**config.mk**
```make
export PLATFORM = sky130hd
export DESIGN_NAME = uart_rx_word_fifo
export DESIGN_NICKNAME = d
export VERILOG_FILES = /design/src/rtl/uart_rx_word_fifo.sv
export SDC_FILE = /design/constraint.sdc
export NUM_CORES = 1
export LEC_CHECK = 0
export ABC_AREA = 1
export CORE_ASPECT_RATIO = 1.75
export CORE_UTILIZATION = 55
export CTS_CLUSTER_SIZE = 20
export DETAILED_ROUTE_END_ITERATION = 12
export PLACE_DENSITY = 0.77
export REMOVE_ABC_BUFFERS = 1
export SKIP_CTS_REPAIR_TIMING = 1
export SLEW_MARGIN = 20
export SYNTH_ARGS = -nofsm -noshare
export SYNTH_HDL_FRONTEND = slang
export SYNTH_SLANG_ARGS = --single-unit
```
**constraint.sdc**
```tcl
create_clock -name clk -period 9.8 [get_ports clk]
set_clock_uncertainty 0.2 [all_clocks]
set_input_delay 1.47 -clock clk [delete_from_list [all_inputs] [get_ports clk]]
set_output_delay 1.47 -clock clk [all_outputs]
set_load 0.1 [all_outputs]
```
**src/rtl/uart_rx_word_fifo.sv**
```systemverilog
// UART byte-to-word packer: assembles four good bytes into a little-endian
// 32-bit word and queues completed words in a circular FIFO drained by valid/ready.
module uart_rx_word_fifo #(
  parameter int unsigned DEPTH = 8
) (
  input  logic                     clk,
  input  logic                     reset,
  input  logic [7:0]               rx_data,
  input  logic                     rx_valid,
  input  logic                     rx_ferr,
  input  logic                     flush,
  output logic [31:0]              word_data,
  output logic                     word_valid,
  input  logic                     word_ready,
  output logic [$clog2(DEPTH):0]   level,
  output logic                     partial,
  output logic                     overflow,
  output logic [7:0]               ferr_count
);

  localparam int unsigned AW = $clog2(DEPTH);
  localparam int unsigned PW = AW + 1;

  localparam logic [1:0] B0 = 2'd0;
  localparam logic [1:0] B1 = 2'd1;
  localparam logic [1:0] B2 = 2'd2;
  localparam logic [1:0] B3 = 2'd3;

  logic [1:0]    state_q, state_d;
  logic [23:0]   bytes_q, bytes_d;
  logic [PW-1:0] wr_ptr_q, wr_ptr_d;
  logic [PW-1:0] rd_ptr_q, rd_ptr_d;
  logic [31:0]   word_data_q, word_data_d;
  logic          word_valid_q, word_valid_d;
  logic [PW-1:0] level_q, level_d;
  logic          partial_q, partial_d;
  logic          overflow_q, overflow_d;
  logic [7:0]    ferr_q, ferr_d;

  logic [31:0]   mem [DEPTH];

  logic          byte_good;
  logic          byte_err;
  logic          full;
  logic          pop;
  logic          push_req;
  logic          push;
  logic [31:0]   new_word;

  // Next-state logic for assembler, FIFO pointers and registered outputs
  always_comb begin
    state_d      = state_q;
    bytes_d      = bytes_q;
    wr_ptr_d     = wr_ptr_q;
    rd_ptr_d     = rd_ptr_q;
    word_data_d  = word_data_q;
    word_valid_d = word_valid_q;
    level_d      = level_q;
    partial_d    = partial_q;
    overflow_d   = overflow_q;
    ferr_d       = ferr_q;

    byte_good = rx_valid & ~rx_ferr & ~flush;
    byte_err  = rx_valid &  rx_ferr & ~flush;
    full      = (wr_ptr_q[AW] != rd_ptr_q[AW]) &&
                (wr_ptr_q[AW-1:0] == rd_ptr_q[AW-1:0]);
    pop       = word_valid_q & word_ready & ~flush;
    push_req  = byte_good & (state_q == B3);
    push      = push_req & (~full | pop);
    new_word  = {rx_data, bytes_q};

    if (flush) begin
      state_d      = B0;
      bytes_d      = '0;
      wr_ptr_d     = '0;
      rd_ptr_d     = '0;
      word_data_d  = '0;
      word_valid_d = 1'b0;
      level_d      = '0;
      overflow_d   = 1'b0;
      ferr_d       = '0;
    end else begin
      if (byte_err) begin
        state_d = B0;
        if (ferr_q != 8'hFF) ferr_d = ferr_q + 8'd1;
      end else if (byte_good) begin
        case (state_q)
          B0:      begin bytes_d[7:0]   = rx_data; state_d = B1; end
          B1:      begin bytes_d[15:8]  = rx_data; state_d = B2; end
          B2:      begin bytes_d[23:16] = rx_data; state_d = B3; end
          default: state_d = B0;
        endcase
      end

      if (push_req && !push) overflow_d = 1'b1;

      wr_ptr_d     = wr_ptr_q + PW'(push);
      rd_ptr_d     = rd_ptr_q + PW'(pop);
      level_d      = wr_ptr_d - rd_ptr_d;
      word_valid_d = (wr_ptr_d != rd_ptr_d);
      // Head is being written this cycle when the new read slot equals the write slot
      if (push && (wr_ptr_q[AW-1:0] == rd_ptr_d[AW-1:0]))
        word_data_d = new_word;
      else
        word_data_d = mem[rd_ptr_d[AW-1:0]];
    end

    partial_d = (state_d != B0);
  end

  always_ff @(posedge clk) begin
    if (reset) begin
      state_q      <= B0;
      bytes_q      <= '0;
      wr_ptr_q     <= '0;
      rd_ptr_q     <= '0;
      word_data_q  <= '0;
      word_valid_q <= 1'b0;
      level_q      <= '0;
      partial_q    <= 1'b0;
      overflow_q   <= 1'b0;
      ferr_q       <= '0;
    end else begin
      state_q      <= state_d;
      bytes_q      <= bytes_d;
      wr_ptr_q     <= wr_ptr_d;
      rd_ptr_q     <= rd_ptr_d;
      word_data_q  <= word_data_d;
      word_valid_q <= word_valid_d;
      level_q      <= level_d;
      partial_q    <= partial_d;
      overflow_q   <= overflow_d;
      ferr_q       <= ferr_d;
    end
  end

  // Storage array; contents are don't-care until a pointer covers them
  always_ff @(posedge clk) begin
    if (!reset && push) mem[wr_ptr_q[AW-1:0]] <= new_word;
  end

  assign word_data  = word_data_q;
  assign word_valid = word_valid_q;
  assign level      = level_q;
  assign partial    = partial_q;
  assign overflow   = overflow_q;
  assign ferr_count = ferr_q;

endmodule
```
[Yosys cells after proc, flatten, opt, wreduce, memory -nomap -nowiden]
Memories as Yosys holds them, arrays and structs flattened. A register that Yosys moved wholly into a read port is not among the register bits.
Index checks and enable logic that the tools add are counted.
W data, S select, Z words.
Storage, ports and cells
  input bits: 14
  memories kept: 1
  output and inout bits: 47
  memory bits (writable): 256
  bits in registers: 49
  logic and storage cells: 54
Memories
  mem: depth 8, width 32, rd ports 1, clocked after memory_dff 1, wr ports 1, line 40  | logic [31:0] mem [DEPTH];
Cells by class
  reductions and logical operators: 12
  equal/unequal tests: 7
  multiplexer cells: 6
  bitwise logic cells: 13
  add/subtract/negate cells: 4
Operators with widths (number)
  $reduce_and A3 Y1: 3
  $add A4 B1 Y4: 2
  $add A8 B1 Y8 const B: 1
  $and A1 B1 Y1: 8
  $ne A8 B8 Y1 const B: 1
  $mux W2: 3
  $pmux W2 S3: 1
  $eq A2 B2 Y1 const B: 2
  $ne A4 B4 Y1: 1
  $not A1 Y1: 4
  $sub A4 B4 Y4: 1
  $eq A3 B3 Y1: 1
  $logic_and A1 B1 Y1: 3
  $eq A2 B1 Y1 const B: 1
  $logic_not A1 Y1: 2
  $logic_not A2 Y1: 1
  $mux W1: 2
  $reduce_and A2 Y1: 1
  $reduce_bool A2 Y1: 1
  $reduce_or A2 Y1: 1
  $ne A1 B1 Y1: 1
  $or A1 B1 Y1: 1

[Longest topological paths before layout]
  word-level depth: 8
  gate-level depth with buffers: 17
  gate-level depth less buffers: 15

[Worst setup path after synthesis]
No wires, ideal clock.
  path type: input to register
  start point: input port flush
  end point: memory mem[1][0], enable pin
  slack: 5.684 ns
  cell stages on the path: 9
  arrival time: 3.495 ns
  buffers on the path: 0
  required time: 9.179 ns
  setup time: 0.421 ns
  path through: inv_2 -> nand2_4 -> nor2_8 -> nand2_4 -> clkinv_2 -> nand3_4 -> inv_1 -> nand2_1 -> nor2_1
Between the ends
  longest elaborated chain between the ends: 7
  elaborated cells on any way between the ends: 9
  those cells by class: 2 x mux; 6 x bitwise; 1 x reduce/logical
RTL lines
  from (decl): line 11  | input logic flush,
  $not A1 Y1 *: line 63, 67
  $and A1 B1 Y1 (on tied branches): line 63, 67
  $and A1 B1 Y1 / $or A1 B1 Y1 (equally long branches): line 68, 69
  $and A1 B1 Y1 *: line 69  | push = push_req & (~full | pop);
  $logic_and A1 B1 Y1 *: line 139  | if (!reset && push) mem[wr_ptr_q[AW-1:0]] <= new_word;
  $mux W1 *: line 139
  $mux W1 (not written as such) *: line 139
  to (decl): line 40
Mark *: on every way between the ends. The rest lies on a longest branch, timed or not.

[Worst setup path in the final report]
  start point: input port flush
  end point: register word_data_q[14] (netlist: word_data[14]) (read register of mem)
Between the ends
  longest elaborated chain between the ends: 3
  elaborated cells on any way between the ends: 4
  those cells by class: 1 x add/sub; 2 x bitwise; 1 x reduce/logical
RTL lines
  $not A1 Y1: line 67  | pop = word_valid_q & word_ready & ~flush;
  $and A1 B1 Y1: line 67
  $add A4 B1 Y4: line 98  | rd_ptr_d = rd_ptr_q + PW'(pop);
  to (decl): line 33  | logic [31:0] word_data_q, word_data_d;
Several ways; a longest one is shown, not always the timed one.
A chain may end at the register's enable or synchronous reset.

==> results.toml <==
[status]
status = "complete, no violations"

[timing]
fmax_mhz = 200
drv_slew = 0
min_period_ns = 5.00
tns_ns = 0
timing.final.crit_share_pct = 51.1
hold_viol = 0
worst_pin_slew_ns = 1.07
rsz0062_at_grt = "no"
slew_headroom_pct = 28.8
hold_ws_ns = 0.278
layout_setup_ws_ns = 4.80
setup_violations = 0

[floorplanning]
die-area_sq_mm = 0.0257
die_x_microns = 122
dieHeight_microns = 211
num_rows = 76
io_pins = 61
start_util_pct = 56.0
coreArea_sq_mm = 0.0246

[placement]
pre_cts_ws_ns = 4.27
port-buffer-count = 60
place_area_sq_mm = 0.0146
gp_congestion = 0.775
place_hpwl_microns = 17000

[route]
drt-wirelength-per-cell_microns = 18.8
routed_wl_microns = 31300
antenna_left = 0
remaining_drc_errors = 0
dr_total_vias = 9463
vias_per_cell = 5.69
drtIter0Drc = 805
drt_pre_antenna_iters = 5

[global_route]
globalRouteTotalUtil_pct = 25.4
grt-ovfl-total = 0
grt_pass1_vias = 9344
antenna_found_initial = 0
grt_max_degree = 101
grt_pass1_wl_microns = 49200

[synthesis]
yosysWarnings = 0
synth-adder-area-share_pct = 1.23
synthCells = 1292
synth.mux.area_fraction_pct = 0
syn_avg_cell_area_sq_um = 10.7
netlist_area_sq_mm = 0.0138
synthFlopType = "edfxtp_1"
ys_seq_area_share_pct = 67.5
synth-async-reset-ratio_pct = 0
ys_ff_latch = 337
synth_xor_area_share_pct = 0.508
synth_cell_types = 38
synth_edf_count = 256
yosys.area_share.simple_pct = 23.6
synth_compound_area_share_pct = 2.43
synth_top_family_by_area = "simple AND/OR/NAND/NOR gates"

[clock_tree]
clock_latency_ns = 0.56
clock_path_buffers = 3
clock-root-buffer = "clkbuf_16"
clkTransAtPathRegs_ns = 0.06
cts_tree = "done"
htreeDepth = 1
clkSinkCount = 337
cts_buffers = 28

[pwr]
p_leak_nw = 5.70
vdd_drop_max_mv = 0.127
powerDensity_mw_per_mm2 = 178

[finish]
diodes = 0
layout-drive-gt1-share_pct = 8.37
final_cell_mix = "nand2_1 (383), edfxtp_1 (256), nand3_1 (204), dfxtp_1 (81), nor2_1 (70)"
fin_nets = 1355
final_cell_area_sq_mm = 0.0155
syn_to_final_growth_pct = 12.8
n_fill_cell = 1828
layout_commonest_cell = "nand2_1"
utilization_pct = 63.1

[setup_path]
crit_path_top_delay_cell = "nor2_4"
r2r_setup_slack_ns = 5.91
path_class = "input port to flip-flop"
crit_family = "simple AND/OR/NAND/NOR gates"
timing.critical_path.mode_cell = "nor2_1"
r2r-start = "word_valid$_SDFF_PP0_"
required_ns = 10.08
cp.buffers_inverters = 3
worst-path-max-fanout = 61
cpPeakStageDelay_ns = 0.69
startpoint = "flush"
worst-endpoint-arrival_ns = 5.29
crit_cells = 12
end_kind = "flip-flop"
path_cells = "clkdlybuf4s50_1 -> nor2_1 -> ha_4 -> ha_2 -> buf_4 -> xnor2_1 -> nand2_1 -> nor2_4 -> inv_2 -> nor2_8 -> nor2_1 -> nor2_1"
ff2ff_path_depth = 12
start_kind = "input port"

[worst_hold_path]
hp-start = "overflow$_SDFFE_PP0P_"
hold_path_class = "flip-flop to flip-flop"
hold_depth = 1

[flow_run]
max_cap_viol_count = 0
[path summary, 6_finish.rpt]
| kind | to |
|---|---|
| setup reg to reg | word_data[14]$_SDFF_PP0_ |
| hold / removal | overflow$_SDFFE_PP0P_ |
| setup / recovery | word_data[14]$_SDFF_PP0_ |
| hold reg to reg | overflow$_SDFFE_PP0P_ |
[Yosys cell counts, types with 3 or more instances]
master,number,area (sq um)
ha_1,12,150
o21ai_0,27,135
inv_2,6,22.5
inv_1,61,229
buf_6,6,67.6
dfxtp_1,81,1620
nor2_2,19,119
nand2_2,3,18.8
edfxtp_1,256,7690
buf_2,37,185
nand4_1,28,175
nand3_1,204,1020
clkbuf_1,20,75.1
nand2_1,383,1440
xor2_1,6,52.6
nor2_1,78,293
a21oi_1,33,165
[state kept, by name, indices dropped and copies added (netlist names)]
signal / flops
bytes_q: 24
ferr_count: 8
level: 4
mem: 256
overflow: 1
partial: 1
rd_ptr_q: 4
state_q: 2
word_data: 32
word_valid: 1
wr_ptr_q: 4
[per-layer routing]
metal  track usage, %  share of wire, %
met1             29.7                36
met2             45.3                53
met3             3.37               6.9
met4             12.7               3.8
met5                0                 0
[power by group]
group	internal [mW]	leakage (nW)	switching [mW]
Sequential	1.53	3.06	0.00489
Clock	0.665	0.472	0.490
Combinational	0.0188	2.18	0.0650
[cells by family after synthesis]
group                      count (synthesis)
AOI/OAI and AO/OA                         64
xor gates and xnor gates                   8
adders and majority gates                 13
buffers and inverters                    139
DFF                                      337
and+or+nand+nor                          731
[metrics by stage]
stage / cells / power [mW]
after floorplan: 1223 / 1.62
after global placement: 1610 / 1.65
after detailed placement: 1610 / 1.65
after CTS: 1662 / 2.79
after global routing: 1662 / 2.84
final: 1662 / 2.77
[cell type report]
class,instances,area (sq um),share of cell area (%)
Clock buffer,38,779,5.01
Clock inverter,14,178,1.14
Inverter,70,265,1.71
Multi-Input combinational cell,816,3910,25.2
Sequential cell,337,9310,59.9
Tap cell,312,390,2.51
Timing Repair Buffer,75,713,4.59
[worst reg2reg max path, delay by kind of cell (launching register included)]
kind | cells | cell delay [ns]
AND/OR/NAND/NOR | 9 | 2.14
flip-flops | 1 | 0.36
adder cells (fa/ha/maj) | 1 | 0.36
buffers and inverters | 2 | 0.79
Note: power is estimated with default switching activity, not from simulation.
